`config.mk`:
```
export PLATFORM = sky130hd
export DESIGN_NAME = crypto_core_arbiter
export DESIGN_NICKNAME = d
export VERILOG_FILES = /design/src/rtl/crypto_core_arbiter.sv
export SDC_FILE = /design/constraint.sdc
export NUM_CORES = 1
export LEC_CHECK = 0
export ABC_CLOCK_PERIOD_IN_PS = 5800
export CAP_MARGIN = 20
export CORE_AREA = 2 2 267 269
export CTS_BUF_LIST = sky130_fd_sc_hd__clkbuf_4
export DETAILED_ROUTE_END_ITERATION = 8
export DIE_AREA = 0 0 269 271
export PLACE_DENSITY_LB_ADDON = 0.25
export SETUP_SLACK_MARGIN = 0.3
export SYNTH_ARGS = -nofsm -noshare
export SYNTH_HDL_FRONTEND = slang
export SYNTH_SLANG_ARGS = --single-unit
```
`constraint.sdc`:
```
create_clock -name i_clk -period 5.8 [get_ports i_clk]
set_input_delay 1.16 -clock i_clk [delete_from_list [all_inputs] [get_ports i_clk]]
set_output_delay 1.16 -clock i_clk [all_outputs]
set_load 0.1 [all_outputs]
```
`src/rtl/crypto_core_arbiter.sv`:
```
// Round-robin arbiter sharing one crypto core between requesters A and B.
// Latches the winner's operands, runs start/wait/done, and aborts via a watchdog.
module crypto_core_arbiter #(
  parameter int TIMEOUT = 1000,
  parameter int TMR_W   = 16
) (
  input  logic        i_clk,
  input  logic        i_rst,
  input  logic        i_a_req,
  input  logic [63:0] i_a_data_in,
  input  logic [63:0] i_a_add,
  input  logic [31:0] i_a_control,
  output logic        o_a_grant,
  output logic [63:0] o_a_data_out,
  output logic        o_a_done,
  output logic        o_a_timeout,
  input  logic        i_b_req,
  input  logic [63:0] i_b_data_in,
  input  logic [63:0] i_b_add,
  input  logic [31:0] i_b_control,
  output logic        o_b_grant,
  output logic [63:0] o_b_data_out,
  output logic        o_b_done,
  output logic        o_b_timeout,
  output logic [63:0] o_core_data_in,
  output logic [63:0] o_core_add,
  output logic [31:0] o_core_control,
  output logic        o_core_start,
  input  logic [63:0] i_core_data_out,
  input  logic        i_core_end_op,
  output logic        o_busy
);

  typedef enum logic [1:0] {IDLE, START, WAIT, DONE} state_t;
  localparam logic OWN_A = 1'b0;

  state_t           state_reg, state_next;
  logic             owner_reg;
  logic             last_grant_reg;
  logic             timeout_flag_reg;
  logic [TMR_W-1:0] timer_reg;
  logic [63:0]      core_data_in_reg;
  logic [63:0]      core_add_reg;
  logic [31:0]      core_control_reg;
  logic [1:0]       grant_vec, done_vec, timeout_vec;
  logic             any_req, win_b, timer_expired, wait_exit;

  // With both requesting, B wins only if A had the previous grant.
  assign any_req       = i_a_req | i_b_req;
  assign win_b         = i_b_req & (~i_a_req | (last_grant_reg == OWN_A));
  assign timer_expired = (timer_reg == TMR_W'(TIMEOUT - 1));
  assign wait_exit     = i_core_end_op | timer_expired;

  always_ff @(posedge i_clk or negedge i_rst) begin
    if (!i_rst) state_reg <= IDLE;
    else        state_reg <= state_next;
  end

  always_comb begin
    state_next = state_reg;
    case (state_reg)
      IDLE:    if (any_req) state_next = START;
      START:   state_next = WAIT;
      WAIT:    if (wait_exit) state_next = DONE;
      DONE:    state_next = IDLE;
      default: state_next = IDLE;
    endcase
  end

  always_ff @(posedge i_clk or negedge i_rst) begin
    if (!i_rst) begin
      owner_reg        <= 1'b0;
      last_grant_reg   <= 1'b1;
      timeout_flag_reg <= 1'b0;
      timer_reg        <= '0;
      core_data_in_reg <= '0;
      core_add_reg     <= '0;
      core_control_reg <= '0;
    end else begin
      case (state_reg)
        IDLE: if (any_req) begin
          owner_reg        <= win_b;
          timeout_flag_reg <= 1'b0;
          core_data_in_reg <= win_b ? i_b_data_in : i_a_data_in;
          core_add_reg     <= win_b ? i_b_add     : i_a_add;
          core_control_reg <= win_b ? i_b_control : i_a_control;
        end
        START: timer_reg <= '0;
        WAIT: if (!i_core_end_op) begin
          // end_op wins over expiry when both land on the last WAIT cycle
          if (timer_expired) timeout_flag_reg <= 1'b1;
          else               timer_reg <= timer_reg + 1'b1;
        end
        DONE: begin
          core_control_reg <= '0;
          last_grant_reg   <= owner_reg;
        end
        default: ;
      endcase
    end
  end

  genvar gi;
  generate
    for (gi = 0; gi < 2; gi++) begin : g_req
      logic [63:0] data_out_reg;
      logic        owns;

      assign owns = (owner_reg == 1'(gi));

      always_ff @(posedge i_clk or negedge i_rst) begin
        if (!i_rst)
          data_out_reg <= '0;
        else if (state_reg == WAIT && owns && wait_exit)
          data_out_reg <= i_core_end_op ? i_core_data_out : '0;
      end

      assign grant_vec[gi]   = (state_reg == START) & owns;
      assign done_vec[gi]    = (state_reg == DONE) & owns;
      assign timeout_vec[gi] = (state_reg == DONE) & owns & timeout_flag_reg;
    end
  endgenerate

  assign o_a_grant      = grant_vec[0];
  assign o_b_grant      = grant_vec[1];
  assign o_a_done       = done_vec[0];
  assign o_b_done       = done_vec[1];
  assign o_a_timeout    = timeout_vec[0];
  assign o_b_timeout    = timeout_vec[1];
  assign o_a_data_out   = g_req[0].data_out_reg;
  assign o_b_data_out   = g_req[1].data_out_reg;
  assign o_core_data_in = core_data_in_reg;
  assign o_core_add     = core_add_reg;
  assign o_core_control = core_control_reg;
  assign o_core_start   = (state_reg == START);
  assign o_busy         = (state_reg != IDLE);

endmodule

```
# ---- Word-level counts from Yosys, hierarchy flattened
# Index checks and enable logic that the tools add are counted.
dict set report word_totals {
  ff_bits 309
  output_inout_bits 296
  word_cells 63
}
dict set report classes {
  addsub 1
  n_eq_ne 9
  n_mux 16
  bitwise 13
  reduce_logical 14
}
# cell count
set op_table {}
lappend op_table {{64-bit 2-to-1 mux} 3}
lappend op_table {{32-bit 2-to-1 mux} 2}
lappend op_table {{32-bit one-hot mux with 2 select lines} 1}
lappend op_table {{16-bit 2-to-1 mux} 2}
lappend op_table {{16-bit one-hot mux with 2 select lines} 1}
lappend op_table {{16-bit by 1-bit adder with 16-bit output, second input constant} 1}
lappend op_table {{16-bit by 10-bit equality test with 1-bit output, second input constant} 1}
lappend op_table {{2-bit inequality test, second input constant} 5}
lappend op_table {{2-bit one-hot mux with 4 select lines} 1}
lappend op_table {{2-bit nonzero test} 4}
lappend op_table {{1-bit bitwise AND} 7}
lappend op_table {{2-bit AND reduction} 3}
lappend op_table {{2-bit equality test, second input constant} 2}
lappend op_table {{1-bit logical AND} 4}
lappend op_table {{2-bit 2-to-1 mux} 2}
lappend op_table {{4-bit AND reduction} 1}
lappend op_table {{1-bit 2-to-1 mux} 3}
lappend op_table {{1-bit NOT} 3}
lappend op_table {{1-bit bitwise OR} 3}
lappend op_table {{3-bit AND reduction} 1}
lappend op_table {{2-bit by 1-bit equality test with 1-bit output, second input constant} 1}
lappend op_table {{2-bit zero test} 1}
lappend op_table {{1-bit one-hot mux with 2 select lines} 1}

# ---- Depth between registers and ports, before layout
# Gate-level depths: netlist (run 1).
dict set report logic_depth {
  word_depth 6
  ltp_mapped 8
}

# ---- Worst setup path after synthesis (run 1)
# No wires, ideal clock.
dict set report synth_path {
  path_kind {register -> output}
  startpoint {register state_reg[1]}
  endpoint {output o_a_timeout}
  arrival_time_ps 2884
  required_time_ps 4640
  path_slack_ps 1756
  stages_incl_launch_ff 4
  path_buffers 0
  cell_sequence {dfrtp_1 -> ha_1 -> nor2b_1 -> and2_1}
}
dict set report synth_via {
  elab_chain_cells 3
}
# item line
set synth_lines {}
lappend synth_lines {{start: declaration} 37} ;# state_t state_reg, state_next;
lappend synth_lines {{start signal: assignment} 56} ;# else state_reg <= state_next;
lappend synth_lines {{2-bit equality test} -}
lappend synth_lines {{1-bit bitwise AND} -}
lappend synth_lines {{via o_a_done} 15} ;# output logic o_a_done,
lappend synth_lines {{1-bit bitwise AND} 120} ;# assign timeout_vec[gi] = (state_reg == DONE) & owns & timeout_flag_reg;
lappend synth_lines {{end: declaration} 16} ;# output logic o_a_timeout,
# The timed path passes the listed nets, and every way through them passes these cells.

# ---- Final worst setup path (run 1)
dict set report layout_path {
  startpoint {register state_reg[1]}
  endpoint {output o_a_timeout}
}
dict set report layout_via {
  elab_chain_cells 3
}
# item line
set layout_lines {}
lappend layout_lines {{2-bit equality test} 120}
lappend layout_lines {{1-bit bitwise AND (2 in a row)} 120}
# Every way passes these cells.

==> results of run 1 <==
worst max-delay path: cells and delay by family, from the launching register on:
family        cells  cell delay (ns)
simple gates      2             0.34
fa+ha+maj         1             0.33
buf+inv           1             1.14
flops             1             0.39
kinds of logic after synthesis:
family	count (synthesis)	share of synthesized area (%)
flops	309	56.7
fa+ha+maj	5	0.459
buf+inv	83	2.40
mux	294	22.8
simple gates	253	9.10
compound gates	190	8.53
metrics by stage:
stage	hold WS (ns)	setup WS, ns
final	0.325	1.63
after global routing	0.197	1.29
after CTS	0.209	1.44
after detailed placement	0.469	2.22
after global placement	0.462	2.30
after floorplan	0.511	1.76
layout make-up:
class                      count  area share, %
tap                          940           5.17
inverter                       5         0.0824
timing repair buffer         701           30.9
clock inverter                14          0.396
antenna                        6         0.0660
sequential                   309           34.0
clock buffer                 145           4.78
multi-input combinational    742           24.6
cells in the final DEF, fill, tap and decap left out, types with 2 or more instances in the layout:
| cell | n |
|---|---|
| nor3b_1 | 2 |
| and4_1 | 2 |
| clkinv_4 | 2 |
| nand2_1 | 137 |
| and2_1 | 67 |
| a211o_1 | 2 |
| nand3_1 | 5 |
| a221o_1 | 7 |
| o22a_1 | 4 |
| nand4_1 | 5 |
| o211a_1 | 2 |
| nor4_1 | 5 |
| o21ai_0 | 132 |
| dfrtp_1 | 308 |
| nor2b_1 | 2 |
| mux2_1 | 60 |
| clkinv_1 | 10 |
| a22o_1 | 2 |
| inv_1 | 5 |
| buf_12 | 5 |
| o2bb2ai_1 | 33 |
| and3_1 | 9 |
| ha_1 | 5 |
| diode_2 | 6 |
| nor2_1 | 4 |
| buf_4 | 12 |
| mux2i_1 | 163 |
| mux2_2 | 71 |
| clkdlybuf4s50_1 | 682 |
| nor3_1 | 8 |
| clkbuf_4 | 145 |
routing by layer:
metal / vias up / global-route usage, %
met1: 5625 / 15.6
met2: 371 / 25.7
met5: - / 0
met3: 89 / 3.89
met4: 0 / 4.85
li1: 5514 / -
how the worst max path moves through the flow:
stage / start / end
floorplan: state_reg[1] / o_a_timeout
global placement: i_b_req / o_core_data_in[40]
detailed placement: i_b_req / o_core_data_in[40]
CTS: state_reg[1] / o_a_timeout
global route: state_reg[1] / o_a_timeout
finish: state_reg[1] / o_a_timeout
==> key figures, run 1 <==
Run status
  • Status: completed

Yosys
  • Cells after Synth: approximately 1.1k
  • Area contributors post-synth: dfrtp_1, mux2i_1, mux2_2
  • Sequential area share after synthesis: between 50% and 60%
  • Async SR Flop Fraction: 100%
  • Most frequent cells after synthesis: dfrtp_1, mux2i_1, nand2_1
  • EDFF count, synth: 0
  • Cell Area, Synth: 13600 µm²
  • Post-synth cell types: 41
  • Top_reg_cell synth: dfrtp_1
  • Syn Nets: 1528
  • Syn_area_per_cell: around 12 µm²
  • YS warnings: 0
  • Synthesized flop and latch total: 309
  • Top cell type's share of synthesized area: a little under three fifths
  • Synth area leader: dfrtp_1
  • Count leader, synth: dfrtp_1

Detailed routing
  • Final wirelength: 53200 µm
  • Number of remaining DRC errors: 0
  • Top routing layer in use: met4
  • 1st-iter DRT viols: 438
  • Met2 Routed Length: roughly 28000 µm
  • Vias: between 10k and 15k
  • Via density per instance: about 4.1
  • Antenna-violating nets left: 0
  • Met3 routed WL: about 3300 µm
  • Routed WL per cell: ~19 µm
  • Drt first pass iters: 4
  • Metal-1 WL: 20300 µm

Timing
  • RSZ-0062 raised after global routing: false
  • Tightest Pin Transition: between 1 and 1.5 ns
  • Tcrit/Tclk final: between 70% and 80%
  • Fmax: 240 MHz
  • Setup_tns: 0 ns
  • Final hold vios: 0
  • Final min period: between 4 and 5 ns
  • Setup violators final: 0
  • Worst rel slew slack: about 27%
  • Layout Skew: between 0.05 and 0.06 ns
  • Max-slew violations: 0

Cells and area
  • Area delta synth->final: 67.0%
  • Fin util: 32.6%
  • Nets: between 2k and 2.5k
  • Multi-input logic area: between 5000 and 6000 µm²
  • Fill cells: between 7k and 8k
  • Layout cells sized above 1: between 10% and 20%
  • Final Non-Filler Cells: 2862
  • Cell area after layout: approximately 23000 µm²
  • Register area: 7730 µm²

Worst setup path
  • CP max-delay cell: clkdlybuf4s50_1
  • Worst flop-to-flop path startpoint: state_reg[0]
  • Reg2reg path depth: 6
  • Critical path data arrival time: 3.01 ns
  • CP Cell Sequence: ha_1 > nor2b_1 > and2_1 > clkdlybuf4s50_1
  • Setup crit end kind: output port
  • CP required: 4.64 ns
  • RR Endpoint: o_a_data_out[22]
  • Largest fanout on the critical path: 6
  • Startpoint Class: flop
  • WS Path Type: reg -> out
  • CP max stage delay: 1.14 ns
  • Flop2flop setup slack: around 2.7 ns

Clock tree
  • CTS Hold Bufs: 0
  • CTS tree: yes
  • Post-CTS sizing: 0
  • Post-CTS setup buffer count: 0
  • TritonCTS Buffers: between 90 and 100
  • Htree depth: 3
  • Worst-skew pair later-pin latency: between 0.8 and 0.9 ns
  • Root buffer cell: clkbuf_4
  • Clock transition at the registers of the reported paths: 0.07 ns
  • Num Clock Sinks: between 300 and 400
  • Clk buf depth: 3

Floorplan
  • Num ports: 685
  • Die Wd: 269 µm
  • Die Ht: between 200 and 300 µm
  • Die ar.: roughly 73000 µm²
  • Rows: a little under 100
  • Initial Util: between 10% and 20%
  • Core area: between 60000 and 70000 µm²

GRT
  • Largest net degree at the start of global routing: between 100 and 150
  • First-pass GRT wire length: ~78000 µm
  • Vias in the first global route: roughly 12k
  • GRT Total Usage: between 10 and 15%
  • Initial antenna violation count: 4
  • Grt total ovfl: 0

Placed design
  • Placed cells: ~2.7k
  • Global placer's final weighted congestion: 0.880
  • Post-DP Area: ~22000 µm²
  • Dpl hpwl: a little under 40000 µm
  • Count of input and output buffers: ~680

Worst hold path
  • Worst Hold Class: in -> async

Flow run
  • Maximum capacitance violations: 0
Power of run 1 is not shown: default switching activity piles up to over one toggle a cycle in this logic, so the estimate is an artifact.
==> run 2, diff against run 1 <==
--- a/config.mk
+++ b/config.mk
@@ -5,12 +5,12 @@
 export SDC_FILE = /design/constraint.sdc
 export NUM_CORES = 1
 export LEC_CHECK = 0
-export ABC_CLOCK_PERIOD_IN_PS = 5800
+export ABC_CLOCK_PERIOD_IN_PS = 3400
 export CAP_MARGIN = 20
-export CORE_AREA = 2 2 267 269
+export CORE_AREA = 2 2 266 268
 export CTS_BUF_LIST = sky130_fd_sc_hd__clkbuf_4
 export DETAILED_ROUTE_END_ITERATION = 8
-export DIE_AREA = 0 0 269 271
+export DIE_AREA = 0 0 268 270
 export PLACE_DENSITY_LB_ADDON = 0.25
 export SETUP_SLACK_MARGIN = 0.3
 export SYNTH_ARGS = -nofsm -noshare
==> constraint.sdc (replaced) <==
create_clock -name i_clk -period 3.4 [get_ports i_clk]
set_input_delay 0.68 -clock i_clk [delete_from_list [all_inputs] [get_ports i_clk]]
set_output_delay 0.68 -clock i_clk [all_outputs]
set_load 0.1 [all_outputs]
==> run 2 against run 1 <==
Wire length shrank 4.2%; first-iteration DRC count shrank 9.8%; global-route usage decreased by 0.48 points; via count down 0.61%; clock skew grew 0.045 ns; cell count is 0.31% higher; final area is 2.2% lower; worst setup slack lost 1.2 ns; sequential share of layout area rose by 0.77 points; non-clock buffer count increased by 24; die area fell by 0.74%; core utilization shrank 0.61 points; largest cell class unchanged.
==> key figures, run 2 (synthesis gave the netlist of run 1 again) <==
Worst setup path
  • RR Endpoint: o_b_data_out[30]
  • CP max stage delay: about 1.1 ns
  • Reg2reg path depth: 6
  • CP max-delay cell: clkdlybuf4s50_1
  • Largest fanout on the critical path: 2
  • Setup crit start: o_core_add[18]
  • Setup crit end kind: output port
  • Startpoint Class: flop
  • Worst flop-to-flop path startpoint: timer_reg[1]
  • CP Cell Sequence: clkdlybuf4s50_1
  • Critical path data arrival time: between 2 and 2.5 ns
  • CP required: roughly 2.7 ns
  • Critical path depth: 1
  • Flop2flop setup slack: 0.54 ns
  • WS Path Type: reg -> out
  • End point of the critical path: o_core_add[18]
  • CP bufs+invs: 1
  • Crit path max-delay family: buffers and inverters

Floorplan
  • Die Wd: approximately 270 µm
  • Initial Util: 19.6%
  • Die ar.: 72400 µm²
  • Die Ht: 270 µm
  • Num ports: slightly below 700
  • Rows: 97
  • Core area: 69500 µm²

Placed design
  • Placed cells: 2720
  • Dpl hpwl: between 30000 and 40000 µm
  • Post-DP Area: 21200 µm²
  • Global placer's final weighted congestion: 0.893
  • Count of input and output buffers: between 600 and 700

Timing
  • Final hold vios: 0
  • Tightest Pin Transition: around 1.1 ns
  • Setup_tns: 0 ns
  • Layout Skew: about 0.10 ns
  • Max-slew violations: 0
  • Final min period: roughly 3 ns
  • RSZ-0062 raised after global routing: false
  • Setup violators final: 0
  • Fmax: ~340 MHz
  • Worst rel slew slack: between 20% and 30%
  • Tcrit/Tclk final: 86.3%

Detailed routing
  • Vias: about 12k
  • Final wirelength: 51000 µm
  • Number of remaining DRC errors: 0
  • Antenna-violating nets left: 0
  • Via density per instance: approximately 4.0
  • Drt first pass iters: 4
  • Routed WL per cell: 17.8 µm
  • 1st-iter DRT viols: just under 400

Clock tree
  • Htree depth: 3
  • Clk buf depth: 3
  • TritonCTS Buffers: between 90 and 100
  • Num Clock Sinks: roughly 300
  • Clock transition at the registers of the reported paths: 0.06 ns
  • Root buffer cell: clkbuf_4
  • Worst-skew pair later-pin latency: 0.83 ns
  • CTS tree: yes

Flow run
  • Maximum capacitance violations: 0

GRT
  • First-pass GRT wire length: between 70000 and 80000 µm
  • Initial antenna violation count: 5
  • Vias in the first global route: about 12k
  • Largest net degree at the start of global routing: about 130
  • Grt total ovfl: 0
  • GRT Total Usage: 13.7%

Cells and area
  • Most frequent cells in the layout: clkdlybuf4s50_1, dfrtp_1, buf_4
  • Layout cells sized above 1: about a quarter
  • Area delta synth->final: 63.2%
  • Nets: 2271
  • Final Non-Filler Cells: roughly 2.9k
  • Fin util: about a third
  • Cell area after layout: about 22000 µm²
  • Most common cell after layout, fill and taps aside: clkdlybuf4s50_1
  • Fill cells: about 7k

Worst hold path
  • Worst Hold Class: in -> reg

Run status
  • Status: completed
[run 2: cell type report]
type	count	area (µm²)	share of cell area (%)
clock inverters	13	90.1	0.405
inverters	5	18.8	0.0843
repair buffers	725	6640	29.8
well taps	940	1180	5.28
multi-input cells	742	5610	25.2
clock buffers	129	968	4.35
diodes	8	20.0	0.0899
flip-flops and latches	309	7730	34.7
[run 2: through the flow]
| stage | hold WS, ns | setup WS, ns |
|---|---|---|
| after CTS | 0.296 | 0.303 |
| after global placement | 0.465 | 0.629 |
| after detailed placement | 0.470 | 0.615 |
| after floorplan | 0.384 | 0.400 |
| after global routing | 0.337 | 0.283 |
| final | 0.395 | 0.464 |
[run 2: repair_timing]
item	4_1_cts	5_1_grt
setup endpoints to repair	17	10
gates resized for setup	17	10
pin swaps	0	0
endpoints found under the hold margin	73	0
buffers inserted	0	0
hold buffers	1	0
[run 2: worst min-delay path by stage]
stage	to	from	depth (start not counted)
after floorplan	g_req[1].owns	i_rst	0
after detailed placement	o_core_add[1]	o_core_add[1]	2
after global placement	o_core_data_in[60]	o_core_data_in[60]	2
after CTS	timeout_flag_reg	i_core_end_op	4
final	timeout_flag_reg	i_core_end_op	4
after global routing	timeout_flag_reg	i_core_end_op	4
[run 2: per-layer routing]
layer / wire length, µm / global-route usage, % / vias to the layer above / part of all wire [%]
met2: 27500 / 25.1 / 388 / 54
li1: - / - / 5537 / -
met5: 0 / 0 / - / 0
met4: 1460 / 4.90 / 0 / 2.9
met3: 3320 / 4.02 / 99 / 6.5
met1: 18600 / 14.6 / 5504 / 37
Power of run 2 is left out for the same reason.
==> run 3, diff against run 2 <==
--- a/config.mk
+++ b/config.mk
@@ -5,12 +5,12 @@
 export SDC_FILE = /design/constraint.sdc
 export NUM_CORES = 1
 export LEC_CHECK = 0
-export ABC_CLOCK_PERIOD_IN_PS = 3400
+export ABC_CLOCK_PERIOD_IN_PS = 2900
 export CAP_MARGIN = 20
-export CORE_AREA = 2 2 266 268
+export CORE_AREA = 2 2 268 270
 export CTS_BUF_LIST = sky130_fd_sc_hd__clkbuf_4
 export DETAILED_ROUTE_END_ITERATION = 8
-export DIE_AREA = 0 0 268 270
+export DIE_AREA = 0 0 270 272
 export PLACE_DENSITY_LB_ADDON = 0.25
 export SETUP_SLACK_MARGIN = 0.3
 export SYNTH_ARGS = -nofsm -noshare
==> constraint.sdc (replaced) <==
create_clock -name i_clk -period 2.9 [get_ports i_clk]
set_input_delay 0.58 -clock i_clk [delete_from_list [all_inputs] [get_ports i_clk]]
set_output_delay 0.58 -clock i_clk [all_outputs]
set_load 0.1 [all_outputs]
==> run 3 against run 2 <==
Final area increased by 1.3%; sequential share of layout area decreased by 0.41 points; via count increased by 1.9%; cell count increased by 0.94%; die area increased by 1.5%; register-to-register slack got worse by 0.18 ns; core utilization decreased by 0.14 points; global-route usage about the same; non-clock buffer count increased by 17; clock skew decreased by 0.047 ns; largest cell class unchanged.
==> key figures, run 3 (synthesis gave the netlist of run 1 again) <==
GRT
  • GRT Total Usage: 13.7%
  • First-pass GRT wire length: approximately 77000 µm
  • Initial antenna violation count: 2
  • Grt total ovfl: 0
  • Largest net degree at the start of global routing: 82
  • Vias in the first global route: between 10k and 15k

Worst setup path
  • Setup crit end kind: flop
  • Largest fanout on the critical path: 16
  • WS Path Type: reg -> reg
  • Critical path data arrival time: about 3.2 ns
  • CP required: around 3.5 ns
  • Startpoint Class: flop
  • Flop2flop setup slack: 0.36 ns

Flow run
  • Maximum capacitance violations: 0

Floorplan
  • Die ar.: around 73000 µm²
  • Die Ht: approximately 270 µm
  • Core area: about 71000 µm²
  • Rows: 98
  • Die Wd: between 200 and 300 µm
  • Num ports: 685
  • Initial Util: 19.3%

Worst hold path
  • Worst Hold Class: in -> reg

Detailed routing
  • Vias: around 12k
  • Final wirelength: 52200 µm
  • Drt first pass iters: 5
  • Via density per instance: 4.05
  • Antenna-violating nets left: 0
  • 1st-iter DRT viols: 526
  • Number of remaining DRC errors: 0
  • Routed WL per cell: 18.0 µm

Clock tree
  • Worst-skew pair later-pin latency: between 0.7 and 0.8 ns
  • Clk buf depth: 3
  • TritonCTS Buffers: 91
  • CTS tree: yes
  • Htree depth: 3
  • Clock transition at the registers of the reported paths: around 0.070 ns
  • Num Clock Sinks: slightly above 300
  • Root buffer cell: clkbuf_4

Cells and area
  • Nets: ~2.3k
  • Fin util: between 30% and 40%
  • Layout cells sized above 1: between 20% and 30%
  • Register area: around 7700 µm²
  • Final Non-Filler Cells: slightly below 3k
  • Most common cell after layout, fill and taps aside: clkdlybuf4s50_1
  • Most frequent cells in the layout: clkdlybuf4s50_1, buf_4, dfrtp_1
  • Area delta synth->final: 65.3%
  • Multi-input logic area: around 5700 µm²
  • Fill cells: 7390

Timing
  • Setup_tns: 0 ns
  • Worst rel slew slack: 47.7%
  • Final hold vios: 0
  • Setup violators final: 0
  • Tightest Pin Transition: slightly below 0.8 ns
  • Fmax: around 390 MHz
  • Max-slew violations: 0
  • Fin Hold WS: just under 0.3 ns
  • RSZ-0062 raised after global routing: true
  • Final min period: 2.54 ns
  • Tcrit/Tclk final: between 80% and 90%
  • Layout Skew: ~0.052 ns

Placed design
  • Dpl hpwl: just under 40000 µm
  • Global placer's final weighted congestion: between 0.8 and 0.9
  • Count of input and output buffers: ~700
  • Placed cells: 2734

Run status
  • Status: completed
[run 3: cell count changes in the layout (fill, tap and decap cells not counted), sizes merged]
cell           change
clkinv            +13
clkdlybuf4s50     -21
clkinvlp           +1
dlymetal6s2s      -10
dlygate4sd2       -17
diode              -5
buf               +63
clkbuf             -7
[run 3: worst paths after layout]
check | start | endpoint | depth (start not counted)
min reg2reg | o_core_add[35] | o_core_add[35] | 2
min in group asynchronous | i_rst | o_b_data_out[30] | 2
max reg2reg | timer_reg[1] | o_a_data_out[1] | 7
max in group asynchronous | i_rst | o_b_data_out[36] | 4
max | timer_reg[1] | o_a_data_out[1] | 7
min | i_core_end_op | timeout_flag_reg | 4
[run 3: critical path, stage by stage, from the launching register on]
cell,delay (ns)
dfrtp_1,0.41
ha_4,0.16
or4bb_1,0.44
o41a_1,0.52
nor3_4,0.17
buf_12,0.18
buf_12,0.17
mux2_2,0.34
[run 3: metrics by stage]
stage	cell area [µm²]	setup slack [ns]
2_1_floorplan	13700	0.332
3_3_place_gp	21200	0.259
3_5_place_dp	21200	0.216
4_1_cts	22400	0.214
5_1_grt	22500	0.265
6_report	22500	0.356
[run 3: per-layer routing]
layer | vias to the layer above | GRT usage (%) | share of wire, %
met4 | 0 | 6.27 | 3.6
met3 | 107 | 3.82 | 6.2
met5 | - | 0 | 0
met2 | 421 | 24.0 | 52
li1 | 5575 | - | -
met1 | 5648 | 15.4 | 39
[run 3: final cells by class]
cell class	instances	share of cell area (%)
flip-flops and latches	309	34.3
repair buffers	742	30.4
multi-input cells	742	25.2
well taps	950	5.27
clock buffers	120	4.00
clock inverters	27	0.699
inverters	5	0.0944
diodes	3	0.0333
[run 3: what timing repair did]
item                       CTS  global route
gates cloned                 1             2
pin swaps                    1             2
gates resized for setup     11            20
hold buffers                 1             0
setup buffers                5             5
hold endpoints to repair    69             0
setup endpoints to repair   98            55
Power of run 3 is left out for the same reason.
